## src/rtl/pe_io_pkg.sv

```systemverilog
// Shared types and constants for the PE result UART transmit path.
// Build option: PE_UART_TX_PARITY_EN adds an even-parity bit to every frame.
package pe_io_pkg;

  typedef enum logic [2:0] {
    TX_IDLE   = 3'd0,
    TX_START  = 3'd1,
    TX_DATA   = 3'd2,
    TX_STOP   = 3'd3
`ifdef PE_UART_TX_PARITY_EN
    , TX_PARITY = 3'd4
`endif
  } tx_state_t;

`ifdef PE_UART_TX_PARITY_EN
  localparam int FRAME_BITS = 11;
`else
  localparam int FRAME_BITS = 10;
`endif

  localparam logic UART_IDLE_LVL = 1'b1;

  function automatic int nbytes(input int data_w);
    return data_w / 8;
  endfunction

  // Counter width for n distinct values, never narrower than one bit.
  function automatic int cnt_w(input int n);
    return (n > 1) ? $clog2(n) : 1;
  endfunction

endpackage

```

## src/rtl/uart_byte_tx.sv

```systemverilog
// Single-byte UART serializer: start bit, 8 data bits LSB first, optional even
// parity (PE_UART_TX_PARITY_EN), stop bit; each bit lasts CLKS_PER_BIT cycles.
module uart_byte_tx
  import pe_io_pkg::*;
#(
  parameter int CLKS_PER_BIT = 4
) (
  input  logic       clk460k,
  input  logic       rst_n,
  input  logic       start,
  input  logic [7:0] byte_in,
  output logic       tx,
  output logic       frame_done
);

  localparam int                TMR_W    = cnt_w(CLKS_PER_BIT);
  localparam logic [TMR_W-1:0]  TMR_LAST = TMR_W'(CLKS_PER_BIT - 1);

  localparam logic [2:0] S_IDLE   = TX_IDLE;
  localparam logic [2:0] S_START  = TX_START;
  localparam logic [2:0] S_DATA   = TX_DATA;
  localparam logic [2:0] S_STOP   = TX_STOP;
`ifdef PE_UART_TX_PARITY_EN
  localparam logic [2:0] S_PARITY = TX_PARITY;
`endif

  logic [2:0]       state_q, state_d;
  logic [TMR_W-1:0] timer_q, timer_d;
  logic [2:0]       bit_idx_q, bit_idx_d;
  logic [7:0]       shift_q, shift_d;
`ifdef PE_UART_TX_PARITY_EN
  logic             parity_q, parity_d;
`endif
  logic             bit_end;
  logic             load;

  assign bit_end = (timer_q == TMR_LAST);
  // A new byte is taken from idle, or straight out of the last stop cycle so
  // consecutive frames have no gap.
  assign load    = start && ((state_q == S_IDLE) || ((state_q == S_STOP) && bit_end));

  always_comb begin
    // NOTE: every signal written here gets a default first; a path that left one
    // unassigned would make synthesis infer a latch.
    state_d    = state_q;
    timer_d    = timer_q;
    bit_idx_d  = bit_idx_q;
    shift_d    = shift_q;
    frame_done = 1'b0;
`ifdef PE_UART_TX_PARITY_EN
    parity_d   = parity_q;
`endif

    if (state_q != S_IDLE) begin
      timer_d = bit_end ? '0 : timer_q + 1'b1;
    end

    case (state_q)
      S_START: begin
        if (bit_end) begin
          state_d   = S_DATA;
          bit_idx_d = '0;
        end
      end
      S_DATA: begin
        if (bit_end) begin
          shift_d   = {1'b0, shift_q[7:1]};
          bit_idx_d = bit_idx_q + 3'd1;
          if (bit_idx_q == 3'd7) begin
`ifdef PE_UART_TX_PARITY_EN
            state_d = S_PARITY;
`else
            state_d = S_STOP;
`endif
          end
        end
      end
`ifdef PE_UART_TX_PARITY_EN
      S_PARITY: begin
        if (bit_end) state_d = S_STOP;
      end
`endif
      S_STOP: begin
        if (bit_end) begin
          frame_done = 1'b1;
          state_d    = S_IDLE;
        end
      end
      default: state_d = S_IDLE;
    endcase

    if (load) begin
      state_d  = S_START;
      shift_d  = byte_in;
`ifdef PE_UART_TX_PARITY_EN
      parity_d = ^byte_in;
`endif
    end
  end

  // Line level is decoded from state so an asynchronous reset forces idle-high
  // without waiting for a clock edge.
  always_comb begin
    tx = UART_IDLE_LVL;
    case (state_q)
      S_START:  tx = 1'b0;
      S_DATA:   tx = shift_q[0];
`ifdef PE_UART_TX_PARITY_EN
      S_PARITY: tx = parity_q;
`endif
      default:  tx = UART_IDLE_LVL;
    endcase
  end

  // NOTE: sequential state is written with non-blocking (<=) so every flop samples
  // the pre-edge values; blocking here would create order-dependent races.
  always_ff @(posedge clk460k or negedge rst_n) begin
    if (!rst_n) begin
      state_q   <= S_IDLE;
      timer_q   <= '0;
      bit_idx_q <= '0;
      shift_q   <= '0;
`ifdef PE_UART_TX_PARITY_EN
      parity_q  <= 1'b0;
`endif
    end else begin
      state_q   <= state_d;
      timer_q   <= timer_d;
      bit_idx_q <= bit_idx_d;
      shift_q   <= shift_d;
`ifdef PE_UART_TX_PARITY_EN
      parity_q  <= parity_d;
`endif
    end
  end

endmodule

```

## src/rtl/pe_result_uart_tx.sv

```systemverilog
// PE result word -> UART: latches one DATA_W word per handshake and sends it
// byte 0 first as back-to-back frames (parity with PE_UART_TX_PARITY_EN).
module pe_result_uart_tx
  import pe_io_pkg::*;
#(
  parameter int DATA_W       = 208,
  parameter int CLKS_PER_BIT = 4
) (
  input  logic              clk460k,
  input  logic              rst_n,
  input  logic              en,
  input  logic [DATA_W-1:0] din,
  input  logic              din_vld,
  output logic              din_rdy,
  output logic              UART_TX,
  output logic              busy,
  output logic              tx_done
);

  localparam int               NBYTES   = nbytes(DATA_W);
  localparam int               IDX_W    = cnt_w(NBYTES);
  localparam logic [IDX_W-1:0] IDX_LAST = IDX_W'(NBYTES - 1);

  logic [NBYTES-1:0][7:0] word_q, word_d;
  logic [IDX_W-1:0]       byte_idx_q, byte_idx_d, next_idx;
  logic                   busy_q, busy_d;
  logic                   tx_done_q, tx_done_d;
  logic                   accept, last_byte, frame_done, next_byte, byte_start;
  logic [7:0]             byte_val;

  assign din_rdy   = rst_n && en && !busy_q;
  assign accept    = din_vld && din_rdy;
  assign last_byte = (byte_idx_q == IDX_LAST);
  assign next_idx  = byte_idx_q + 1'b1;

  always_comb begin
    word_d     = word_q;
    byte_idx_d = byte_idx_q;
    busy_d     = busy_q;
    tx_done_d  = 1'b0;
    next_byte  = 1'b0;
    if (accept) begin
      word_d     = din;
      byte_idx_d = '0;
      busy_d     = 1'b1;
    end else if (frame_done) begin
      if (last_byte) begin
        busy_d    = 1'b0;
        tx_done_d = 1'b1;
      end else begin
        byte_idx_d = next_idx;
        next_byte  = 1'b1;
      end
    end
  end

  // The first byte bypasses word_q so its START cycle follows the accept edge.
  assign byte_start = accept || next_byte;
  assign byte_val   = accept ? din[7:0] : word_q[next_idx];

  uart_byte_tx #(
    .CLKS_PER_BIT (CLKS_PER_BIT)
  ) u_byte_tx (
    .clk460k    (clk460k),
    .rst_n      (rst_n),
    .start      (byte_start),
    .byte_in    (byte_val),
    .tx         (UART_TX),
    .frame_done (frame_done)
  );

  // NOTE: word_q is a bank of flops, not a RAM, so it takes the async reset like
  // the rest of the state and never powers up holding stale data.
  always_ff @(posedge clk460k or negedge rst_n) begin
    if (!rst_n) begin
      word_q     <= '0;
      byte_idx_q <= '0;
      busy_q     <= 1'b0;
      tx_done_q  <= 1'b0;
    end else begin
      word_q     <= word_d;
      byte_idx_q <= byte_idx_d;
      busy_q     <= busy_d;
      tx_done_q  <= tx_done_d;
    end
  end

  assign busy    = busy_q;
  assign tx_done = tx_done_q;

endmodule

```

## config.mk

```make
export PLATFORM = sky130hd
export DESIGN_NAME = pe_result_uart_tx
export DESIGN_NICKNAME = d
export VERILOG_FILES = /design/src/rtl/pe_io_pkg.sv /design/src/rtl/uart_byte_tx.sv /design/src/rtl/pe_result_uart_tx.sv
export SDC_FILE = /design/constraint.sdc
export NUM_CORES = 1
export LEC_CHECK = 0
export BUFFER_PORTS_ARGS = -buffer_cell sky130_fd_sc_hd__buf_2
export CORE_MARGIN = 1
export CORE_UTILIZATION = 50
export CTS_CLUSTER_SIZE = 8
export DETAILED_ROUTE_END_ITERATION = 10
export HOLD_SLACK_MARGIN = 0.1
export PLACE_DENSITY_LB_ADDON = 0.08
export REMOVE_ABC_BUFFERS = 1
export SLEW_MARGIN = 20
export SYNTH_ARGS = -nofsm -noshare
export SYNTH_HDL_FRONTEND = slang
export SYNTH_SLANG_ARGS = --single-unit
```

## constraint.sdc

```tcl
create_clock -name clk460k -period 2.52 [get_ports clk460k]
set_input_delay 0 -clock clk460k [delete_from_list [all_inputs] [get_ports clk460k]]
set_output_delay 0 -clock clk460k [all_outputs]
set_load 0.01 [all_outputs]
```

==> results.yml <==
outcome:
  status: "finished clean"
sta:
  max_freq_mhz: 419
  setup_viol_count_final: 0
  min_period_ns: 2.39
  maxSlewHeadroom_pct: 41.6
  rsz0062_at_grt: "no"
  fin_crit_sh_pct: 94.7
  finalHoldViolations: 0
  slew_viol_final: 0
  worst_slew_pin_slew_ns: 0.876
  fin_worst_skew_ns: 0.0159
  layout_setup_ws_ns: 0.134
power:
  vdd_drop_max_uv: 652
  p_leak_nw: 8.10
  powerDensity_mw_per_mm2: 1110
logic_synthesis:
  synth_cells: 1220
  ys_async_sr_fraction_pct: 100
  synthFlopType: "dfrtp_1"
  postSynthAreaPerCell_um2: 8.99
  syn-cell-area_mm2: 0.0110
  ys_seq_elements: 230
  yosys_warnings: 0
  ys_seq_area_share_pct: 52.5
  synth_cell_types: 43
  synth.top_cell.area_share_pct: 52.5
  yosysTopAreaCell: "dfrtp_1"
  synth_area_leaders: "dfrtp_1 (52%), nand2_1 (22%), mux2i_1 (9.0%)"
  synth_enable_flop_cells: 0
finish:
  layout_commonest_cell: "nand2_1"
  stdcell_count: 1909
  area_growth_pct: 39.8
  nNetsFinal: 1855
  final_cell_mix: "nand2_1 (635), dfrtp_1 (230), dlygate4sd3_1 (214), buf_2 (214), mux2i_1 (99)"
  final_layout_size_suffix_gt1_share_pct: 18.5
  diodes: 0
clock_network:
  cts-root-buf: "clkbuf_16"
  cts_setup_buffers: 0
  clock_latency_ns: 0.51
  cts_buffers: 34
  htree_levels: 2
  cts_tree: "built"
  clk_path_buf_depth: 3
  clk_pin_slew_ns: 0.05
  numClockSinks: 230
setup_path:
  worstPathArrival_ns: 2.81
  path_class: "flop to flop"
  cp.required_ns: 2.94
  r2r-end: "u_byte_tx.shift_q[0]"
  crit_path_max_fanout: 39
  startpoint: "byte_idx_q[0]"
  worstSetupStartpointType: "flop"
  reg2reg_from: "byte_idx_q[0]"
  rr_worst_depth: 8
  crit_end: "u_byte_tx.shift_q[0]"
  crit_path_end_kind: "flop"
  reg2reg_setup_slack_ns: 0.13
placement:
  dp_hpwl_um: 19100
  dpl.cell_count: 1657
  pre_cts_ws_ns: 0.140
  port_buffers: 215
  gp_congestion: 0.851
route:
  antenna_left: 0
  avgViaCountPerCell: 5.22
  drtIter0Drc: 522
  wl_um: 32300
  drc: 0
  dr.pass1.iters: 5
  vias: 9964
  wl_per_cell_um: 16.9
floorplan:
  die_x_um: 150
  die_area_mm2: 0.0225
  pin_count: 216
  start_util_pct: 51.5
  die_h_um: 150
  placementRows: 53
  core_area_mm2: 0.0213
global_routing:
  grt_pass1_wl_um: 50900
  first_global_vias: 10200
  grt_max_degree: 129
  grt_usage_pct: 29.3
  overflow: 0
  grt_antenna_before_repair: 0
hold_path:
  hold_path.class: "input pin to asynchronous set/reset pin"
run:
  max_cap_violations: 0
-- worst max-delay path, cell delays in order, from the launching register on --
cell	delay, ns
dfrtp_1	0.37
buf_4	0.21
ha_4	0.40
buf_12	0.31
mux2i_1	0.12
a22o_1	0.23
a221oi_1	0.29
a221oi_1	0.14
a32oi_1	0.23
-- area by class of cell --
cell class,instances,area [µm²]
multi-input combinational,909,4820
fill,1569,5950
inverter,7,26.3
sequential,230,5760
clock buffer,36,890
timing repair buffer,450,3470
tap,275,344
clock inverter,2,28.8
-- flip-flops by register name (all words and copies together), names as in the netlist --
signal               count
word_q                 208
u_byte_tx.shift_q        8
byte_idx_q               5
u_byte_tx.bit_idx_q      3
u_byte_tx.state_q        2
u_byte_tx.timer_q        2
busy                     1
tx_done                  1
-- logic make-up after synthesis --
| kind of cell | after synthesis | synth area share [%] |
|---|---|---|
| AOI/OAI and AO/OA | 88 | 6.46 |
| adders and majority gates | 11 | 1.25 |
| DFF | 230 | 52.5 |
| buffers and inverters | 81 | 3.91 |
| xor gates and xnor gates | 10 | 0.935 |
| and+or+nand+nor | 689 | 24.5 |
| muxes | 111 | 10.5 |
-- per-stage QoR --
stage	instance area, µm²	util (%)	hold WS [ns]	setup TNS [ns]	total power, mW
6_report	15300	72.1	0.132	0	17.0
5_1_grt	15300	72.1	0.169	0	18.0
4_1_cts	15300	72.1	0.133	0	17.1
3_5_place_dp	12300	57.7	-0.174	0	12.7
3_3_place_gp	12300	57.7	-0.172	0	12.6
2_1_floorplan	10600	-	-0.296	-481.40	9.82
-- layer usage --
layer | up-vias | global-route usage (%) | share of wire [%]
met4 | 0 | 12.5 | 3.5
met5 | - | 0 | 0
met2 | 321 | 50.4 | 50
met3 | 92 | 4.52 | 4.7
li1 | 4768 | - | -
met1 | 4783 | 36.7 | 42
-- power by group --
group          switching [mW]  internal [mW]  total [mW]
Combinational            3.67           3.19        6.86
Clock                    1.54           2.48        4.02
Sequential              0.960           5.19        6.15
Total                    6.17           10.9        17.0
-- synth_stat cells (all sizes together) (2+ instances only) --
master,number
and4b,2
a32oi,7
o21ai,6
ha,11
a22o,11
a22oi,32
and2,3
mux4,2
xor2,6
nor2,15
a31oi,2
inv,7
clkbuf,17
xnor2,4
nand2,636
nand2b,3
nand3,22
mux2,10
a21oi,3
a211oi,2
nor3,3
nand4,2
a221oi,14
mux2i,99
o21a,7
dfrtp,230
buf,57
-- worst min path at each step --
stage	depth (start not counted)	slack (ns)	start	endpoint
3_3_place_gp	1	-0.17	rst_n	busy
6_report	3	0.13	rst_n	word_q[8]
4_1_cts	3	0.13	rst_n	word_q[39]
5_1_grt	3	0.17	rst_n	word_q[120]
3_5_place_dp	1	-0.17	rst_n	busy
2_1_floorplan	0	-0.30	rst_n	busy
-- repair_timing --
item	4_1_cts	5_1_grt
hold endpoints to repair	261	0
resized for setup	0	0
hold buffers	214	0
Note: power is estimated with default switching activity, not from simulation.
